[src/rtl/voting_ballot_collector_pkg.sv]
// Shared state encoding and slot-offset helper for the ballot collector.
package voting_ballot_collector_pkg;

   typedef enum logic [1:0] {
      ST_IDLE    = 2'd0,
      ST_COLLECT = 2'd1,
      ST_DONE    = 2'd2
   } state_e;

   // Bit offset of voter idx inside the packed ballot bus.
   function automatic int unsigned vote_slot(input int unsigned idx, input int unsigned n);
      return idx * n;
   endfunction

endpackage

[src/rtl/voting_ballot_collector.sv]
// Collects one vote per distinct voter over valid/ready, drops duplicates,
// and presents the packed ballot bus with done once every voter has voted.
module voting_ballot_collector
   import voting_ballot_collector_pkg::*;
#(
   parameter int N = 2,
   parameter int M = 2
) (
   input  logic                     clk,
   input  logic                     rst,
   input  logic                     start,
   input  logic                     in_valid,
   output logic                     in_ready,
   input  logic [M-1:0]             voter_id,
   input  logic [N-1:0]             vote,
   output logic [(2**M)*N-1:0]      ballots,
   output logic                     done,
   output logic                     dup_err,
   output logic [M:0]               count
);

   localparam int unsigned NV = 2**M;
   localparam logic [M:0]    FULL_CNT = (M+1)'(NV);
   localparam logic [M:0]    CNT_ONE  = {{M{1'b0}}, 1'b1};
   localparam logic [NV-1:0] ONEHOT_0 = {{(NV-1){1'b0}}, 1'b1};

   state_e             state_q, state_d;
   logic [NV*N-1:0]    ballots_q, ballots_d;
   logic [NV-1:0]      seen_q, seen_d;
   logic [M:0]         count_q, count_d;
   logic               in_ready_q, in_ready_d;
   logic               done_q, done_d;
   logic               dup_err_q, dup_err_d;
   logic               accept_s;
   logic [NV-1:0]      voter_onehot_s;

   assign accept_s       = in_valid & in_ready_q;
   assign voter_onehot_s = ONEHOT_0 << voter_id;

   // Next-state and datapath update; start outranks a same-cycle accept.
   always_comb begin
      state_d   = state_q;
      ballots_d = ballots_q;
      seen_d    = seen_q;
      count_d   = count_q;
      dup_err_d = 1'b0;
      case (state_q)
         ST_IDLE, ST_DONE: begin
            if (start) begin
               state_d   = ST_COLLECT;
               ballots_d = '0;
               seen_d    = '0;
               count_d   = '0;
            end else begin
               state_d = state_q;
            end
         end
         ST_COLLECT: begin
            if (start) begin
               ballots_d = '0;
               seen_d    = '0;
               count_d   = '0;
            end else if (accept_s) begin
               if ((seen_q & voter_onehot_s) != '0) begin
                  dup_err_d = 1'b1;
               end else begin
                  ballots_d[vote_slot(int'(voter_id), N) +: N] = vote;
                  seen_d  = seen_q | voter_onehot_s;
                  count_d = count_q + CNT_ONE;
                  if (count_d == FULL_CNT) begin
                     state_d = ST_DONE;
                  end else begin
                     state_d = ST_COLLECT;
                  end
               end
            end else begin
               state_d = ST_COLLECT;
            end
         end
         default: begin
            state_d   = ST_IDLE;
            ballots_d = '0;
            seen_d    = '0;
            count_d   = '0;
         end
      endcase
      in_ready_d = (state_d == ST_COLLECT);
      done_d     = (state_d == ST_DONE);
   end

   // State and output registers with synchronous reset.
   always_ff @(posedge clk) begin
      if (rst) begin
         state_q    <= ST_IDLE;
         ballots_q  <= '0;
         seen_q     <= '0;
         count_q    <= '0;
         in_ready_q <= 1'b0;
         done_q     <= 1'b0;
         dup_err_q  <= 1'b0;
      end else begin
         state_q    <= state_d;
         ballots_q  <= ballots_d;
         seen_q     <= seen_d;
         count_q    <= count_d;
         in_ready_q <= in_ready_d;
         done_q     <= done_d;
         dup_err_q  <= dup_err_d;
      end
   end

   assign in_ready = in_ready_q;
   assign done     = done_q;
   assign dup_err  = dup_err_q;
   assign count    = count_q;
   assign ballots  = ballots_q;

endmodule

[config.mk]
export PLATFORM = sky130hd
export DESIGN_NAME = voting_ballot_collector
export DESIGN_NICKNAME = d
export VERILOG_FILES = /design/src/rtl/voting_ballot_collector_pkg.sv /design/src/rtl/voting_ballot_collector.sv
export SDC_FILE = /design/constraint.sdc
export NUM_CORES = 1
export LEC_CHECK = 0
export ABC_AREA = 0
export BUFFER_PORTS_ARGS = -buffer_cell sky130_fd_sc_hd__buf_4
export CELL_PAD_IN_SITES_DETAIL_PLACEMENT = 0
export CELL_PAD_IN_SITES_GLOBAL_PLACEMENT = 2
export CORE_MARGIN = 2
export CORE_UTILIZATION = 29
export DETAILED_ROUTE_END_ITERATION = 10
export HOLD_SLACK_MARGIN = 0.12
export PLACE_DENSITY_LB_ADDON = 0.1
export SYNTH_ARGS = -nofsm -noshare
export SYNTH_HDL_FRONTEND = slang
export SYNTH_SLANG_ARGS = --single-unit
[constraint.sdc]
create_clock -name clk -period 1.52 [get_ports clk]
set_clock_uncertainty 0.15 [all_clocks]
set_input_delay 0.076 -clock clk [delete_from_list [all_inputs] [get_ports clk]]
set_output_delay 0.076 -clock clk [all_outputs]
set_load 0.03 [all_outputs]
==> reports/qor.yml, run 1 <==
yosys:
  synthFlopType: "dfxtp_1"
  syn_avg_cell_area_um2: 9.37
  synth.distinct_cells: 29
  seq_area_frac_synth_pct: 36.5
  synth_edf_count: 0
  syn-cell-area_mm2: 0.00110
  syn-num-nets: 134
  syn_inst: 117
  async_flop_share_pct: 0
  synth_area_leaders: "dfxtp_1, ha_1, mux2i_1"
  ys_seq_elements: 20
  synth_top_area_share_pct: 36.5
  synth_top_area_cell: "dfxtp_1"
  yosys_warnings: 0
clock_network:
  root_buffer: "clkbuf_8"
  htreeDepth: 1
  cts_tree: "built"
  clk_pin_slew_worst_paths_ns: 0.07
  clock_sinks: 20
  cts_made_buffers: 3
  cts_buffer_depth: 2
  hold_buffers: 6
  clk_latency_ns: 0.25
grt:
  grt_overflow: 0
  grt.total_usage_pct: 13.1
  antenna_found_initial: 0
  grt_pass1_vias: 986
  grt_pass1_wl_mm: 4.35
  grt_start_max_net_pins: 20
route:
  wl_met3_um: 79
  wl_per_cell_um: 12.0
  first_pass_iters: 4
  drtIter0Drc: 27
  ant_nets: 0
  drt-met1-wl_mm: 1.15
  viasPerCell: 4.54
  route.vias.total: 945
  wirelength_mm: 2.49
  dr_wl_met2_mm: 1.23
  drc: 0
  dr.max_layer_used: "met4"
power_and_ir_drop:
  p_leak_nw: 0.664
  finalPower_mw: 1.07
  ir_worst_vdd_mv: 0.265
  power_density_mw_per_mm2: 655
critical_path:
  critPathKind: "flop to flop"
  required_ns: 1.55
  max_stage_delay_ns: 0.42
  cp-start-kind: "flop"
  cp_cell_sequence: "ha_4 -> ha_4 -> and3_4 -> nand3_2 -> or3b_4 -> a211oi_2"
  arrival_ns: 1.71
  cp_max_fo: 2
  cpMaxStageDelayCell: "or3b_4"
  path_common_cell: "ha_4"
  critPathCaptureType: "flop"
outcome:
  status: "complete, but fails checks"
  violations: "hold timing, setup timing"
timing:
  worst_hold_slack_ns: -0.0108
  setup_viol: 8
  worstMarginPinSlew_ns: 0.362
  slew_headroom_pct: 75.2
  rsz0062_at_grt: "yes"
  setup_tns_ns: -0.415
  fmax_mhz: 594
  drv_slew: 0
  period_minus_slack_ns: 1.68
  finalCritPeriodShare_pct: 111
  worst_slack_ns: -0.165
  finalHoldViolations: 1
layout:
  fill_cells: 382
  antenna_cells: 0
  drive_gt1_share_pct: 43.1
  final_cell_mix: "buf_4, dfxtp_1, nand2_1, nand2b_1, mux2i_1"
  mostFrequentLayoutCell: "buf_4"
  layout.nets: 178
  area_delta_synth_final_pct: 48.7
die:
  pin_count: 22
  die_area_mm2: 0.00429
  die_w_um: 65.5
  core-area_mm2: 0.00363
  die_y_um: 65.5
  row_count: 22
  initial_utilization_pct: 30.2
placement:
  io_buffers: 21
  dpl.hpwl_mm: 1.85
  dp_slack_ns: -0.271
  globalplace.congestion: 0.699
min_path:
  min_path_type: "input pin to flop"
flow_run:
  max-cap-violations: 0
-- through the flow --
stage               util [%]  instances  cell area, um^2
finish                  44.9        208             1630
global route            44.9        208             1630
CTS                     43.3        208             1570
detailed placement      38.6        196             1400
global placement        38.6        196             1400
floorplan                  -        117             1110
-- synth_stat cells, drive strengths merged, types with 2 or more instances --
| cell type | count |
|---|---|
| ha | 9 |
| a21o | 4 |
| inv | 4 |
| mux2i | 8 |
| clkbuf | 2 |
| nand3 | 2 |
| nand3b | 2 |
| a22oi | 2 |
| nor4 | 2 |
| or3b | 2 |
| nand2 | 14 |
| nand2b | 9 |
| a21oi | 10 |
| nor2 | 8 |
| buf | 5 |
| a211oi | 4 |
| dfxtp | 20 |
-- per-layer routing --
metal	track usage (%)	vias to the layer above
met5	0	-
met4	5.47	0
met3	2.23	2
met2	23.6	14
met1	15.1	439
li1	-	490
-- power by group --
group	switching (mW)	internal [mW]	total [mW]
sequential	0.00378	0.526	0.530
clock	0.170	0.186	0.356
combinational	0.0879	0.0938	0.182
total	0.261	0.806	1.07
-- final cells by class --
| type | count | area [um^2] | area share [%] |
|---|---|---|---|
| Multi-Input combinational cell | 86 | 728 | 44.7 |
| Sequential cell | 20 | 410 | 25.2 |
| Timing Repair Buffer | 46 | 372 | 22.8 |
| Tap cell | 48 | 60.1 | 3.68 |
| Clock buffer | 4 | 45.0 | 2.76 |
| Inverter | 4 | 15.0 | 0.921 |
-- registers in the layout, summed over array words and instances, names as in the netlist --
name      flops
in_ready      1
state_q       2
ballots       8
done          1
dup_err       1
count         3
seen_q        4
-- final timing paths --
| check | end | slack, ns | cells past startpoint | startpoint |
|---|---|---|---|---|
| setup / recovery | state_q[1]$_SDFF_PP0_ | -0.16 | 6 | count[1]$_SDFFE_PP0P_ |
| hold / removal | dup_err$_SDFF_PP0_ | -0.01 | 3 | in_valid |
| setup reg to reg | state_q[1]$_SDFF_PP0_ | -0.16 | 6 | count[1]$_SDFFE_PP0P_ |
| hold reg to reg | seen_q[3]$_SDFFE_PP0P_ | 0.32 | 2 | seen_q[3]$_SDFFE_PP0P_ |
-- worst max-delay path: cells and delay by family, from the launching register on --
family | cells | cell delay (ns)
compound gates | 1 | 0.18
simple gates | 3 | 0.66
fa+ha+maj | 2 | 0.25
flops | 1 | 0.36
-- cell families after synthesis --
group                    synth area share (%)
adder cells (fa/ha/maj)                  10.3
AND/OR/NAND/NOR                          26.5
multiplexers                             7.31
flip-flops                               36.5
buffers and inverters                    6.05
AO/OA/AOI/OAI                            13.4
-- repair_timing --
| item | CTS | global route |
|---|---|---|
| endpoints found under the hold margin | 17 | 1 |
| resized for setup | 10 | 14 |
| pin swaps | 3 | 15 |
| setup buffers | 2 | 0 |
| setup endpoints to repair | 14 | 14 |
| gates cloned | 0 | 0 |
(Power assumes the default switching activity.)
==> run 2, diff against run 1 <==
Settings changed: RECOVER_POWER set to 25.
==> reports/qor.yml, run 2 (synthesized netlist as in run 1, its figures left out) <==
outcome:
  status: "complete, but fails checks"
  violations: "hold timing, setup timing"
timing:
  drv_slew: 0
  setup_tns_ns: -0.407
  worst_hold_slack_ns: -0.0109
  slew_headroom_pct: 75.2
  fmax_mhz: 593
  worst_slack_ns: -0.166
  worstMarginPinSlew_ns: 0.362
  finalCritPeriodShare_pct: 111
  period_minus_slack_ns: 1.69
  finalHoldViolations: 1
  setup_viol: 8
  rsz0062_at_grt: "yes"
clock_network:
  clock_sinks: 20
  clk_pin_slew_worst_paths_ns: 0.07
  clk_latency_ns: 0.26
  cts_tree: "built"
  htreeDepth: 1
  cts_made_buffers: 3
  root_buffer: "clkbuf_8"
  hold_buffers: 6
  cts_buffer_depth: 2
layout:
  largest_reg_flops: 8
  final_cell_mix: "buf_4, dfxtp_1, nand2_1, nand2b_1, mux2i_1"
  drive_gt1_share_pct: 40.6
  post-route-util_pct: 44.5
  mostFrequentLayoutCell: "buf_4"
  layout.nets: 178
  finalNonFillerCells: 208
  antenna_cells: 0
  area_delta_synth_final_pct: 47.4
critical_path:
  crit_end: "state_q[1]$_SDFF_PP0_"
  reg2reg_setup_slack_ns: -0.17
  critPathCaptureType: "flop"
  crit_buf_inv: 0
  max_stage_delay_ns: 0.42
  arrival_ns: 1.71
  critPathTopFamily: "simple AND/OR/NAND/NOR gates"
  path_common_cell: "ha_4"
  cp_cell_sequence: "ha_4 -> ha_4 -> and3_4 -> nand3_2 -> or3b_4 -> a211oi_2"
  reg2reg_to: "state_q[1]$_SDFF_PP0_"
  critPathKind: "flop to flop"
  cp_max_fo: 2
  cpMaxStageDelayCell: "or3b_4"
  required_ns: 1.55
  crit_cells: 6
  cp-start-kind: "flop"
  worstReg2RegStart: "count[1]$_SDFFE_PP0P_"
  startpoint: "count[1]$_SDFFE_PP0P_"
  r2r_cells: 6
route:
  ant_nets: 0
  first_pass_iters: 4
  drc: 0
  wl_per_cell_um: 12.0
  route.vias.total: 945
  viasPerCell: 4.54
  drtIter0Drc: 27
  wirelength_mm: 2.49
grt:
  antenna_found_initial: 0
  global_route.usage.met2_pct: 23.6
  grt_pass1_vias: 986
  grt_start_max_net_pins: 20
  grt_pass1_wl_mm: 4.35
  use_met1_pct: 15.1
  grt_overflow: 0
  grt.total_usage_pct: 13.1
  met3_usage_pct: 2.23
  top_usage_layer: "met2"
power_and_ir_drop:
  p_leak_nw: 0.647
  power_density_mw_per_mm2: 662
  finalPower_mw: 1.07
  ir_worst_vdd_mv: 0.265
min_path:
  min_path_type: "input pin to flop"
flow_run:
  max-cap-violations: 0
die:
  die_area_mm2: 0.00429
  die_y_um: 65.5
  core-area_mm2: 0.00363
  row_count: 22
  pin_count: 22
  die_w_um: 65.5
  initial_utilization_pct: 30.2
placement:
  io_buffers: 21
  placed_cells: 196
  globalplace.congestion: 0.699
  dpl.hpwl_mm: 1.85
## run 2: cell types whose count changed in the layout (fill, tap and decap cells not counted)
cell	previous run	this run
buf_4	37	33
clkbuf_1	1	5
## run 2: worst min-delay path by stage
stage,slack (ns),startpoint,cells after the start,to
6_report,-0.01,in_valid,3,dup_err$_SDFF_PP0_
5_1_grt,0.005,in_valid,3,dup_err$_SDFF_PP0_
4_1_cts,-0.02,in_valid,3,dup_err$_SDFF_PP0_
3_5_place_dp,0.23,rst,2,count[0]$_SDFFE_PP0P_
3_3_place_gp,0.23,rst,2,count[0]$_SDFFE_PP0P_
2_1_floorplan,0.08,in_valid,2,dup_err$_SDFF_PP0_
## run 2: per-layer routing
metal  share of wire (%)  routed length (um)
met5                   0                   0
met4                0.92                  23
met3                 2.8                  70
met2                  49                1230
met1                  47                1160
## run 2: repair_timing
| item | 4_1_cts | 5_1_grt |
|---|---|---|
| gates resized for setup | 10 | 14 |
| setup endpoints to repair | 14 | 14 |
| setup buffers | 2 | 0 |
| gates cloned | 0 | 0 |
| hold endpoints to repair | 17 | 1 |
| pin swaps | 3 | 15 |
## run 2: worst reg2reg max path, cell delays in order, from the launching register on
cell and delay [ns]:
dfxtp_4 0.36, ha_4 0.14, ha_4 0.11, and3_4 0.17, nand3_2 0.07, or3b_4 0.42, a211oi_2 0.18
## run 2: power breakdown
part           leakage [nW]  internal [mW]  switching, mW
Combinational         0.460         0.0937         0.0880
Sequential            0.164          0.526        0.00377
Clock                0.0228          0.186          0.171
Total                 0.647          0.806          0.263
## run 2: layout make-up
| cell class | count | area [um^2] |
|---|---|---|
| Clock buffer | 4 | 45.0 |
| Sequential cell | 20 | 410 |
| Inverter | 4 | 15.0 |
| Multi-Input combinational cell | 86 | 728 |
| Timing Repair Buffer | 46 | 357 |
| Fill cell | 390 | 2020 |
| Tap cell | 48 | 60.1 |
## run 2: metrics by stage
step / instance area (um^2) / hold WS (ns) / setup slack (ns)
floorplan: 1110 / 0.0828 / -0.151
global placement: 1400 / 0.231 / -0.249
detailed placement: 1400 / 0.231 / -0.271
CTS: 1570 / -0.0206 / -0.173
global route: 1620 / 0.00512 / -0.257
finish: 1620 / -0.0109 / -0.166
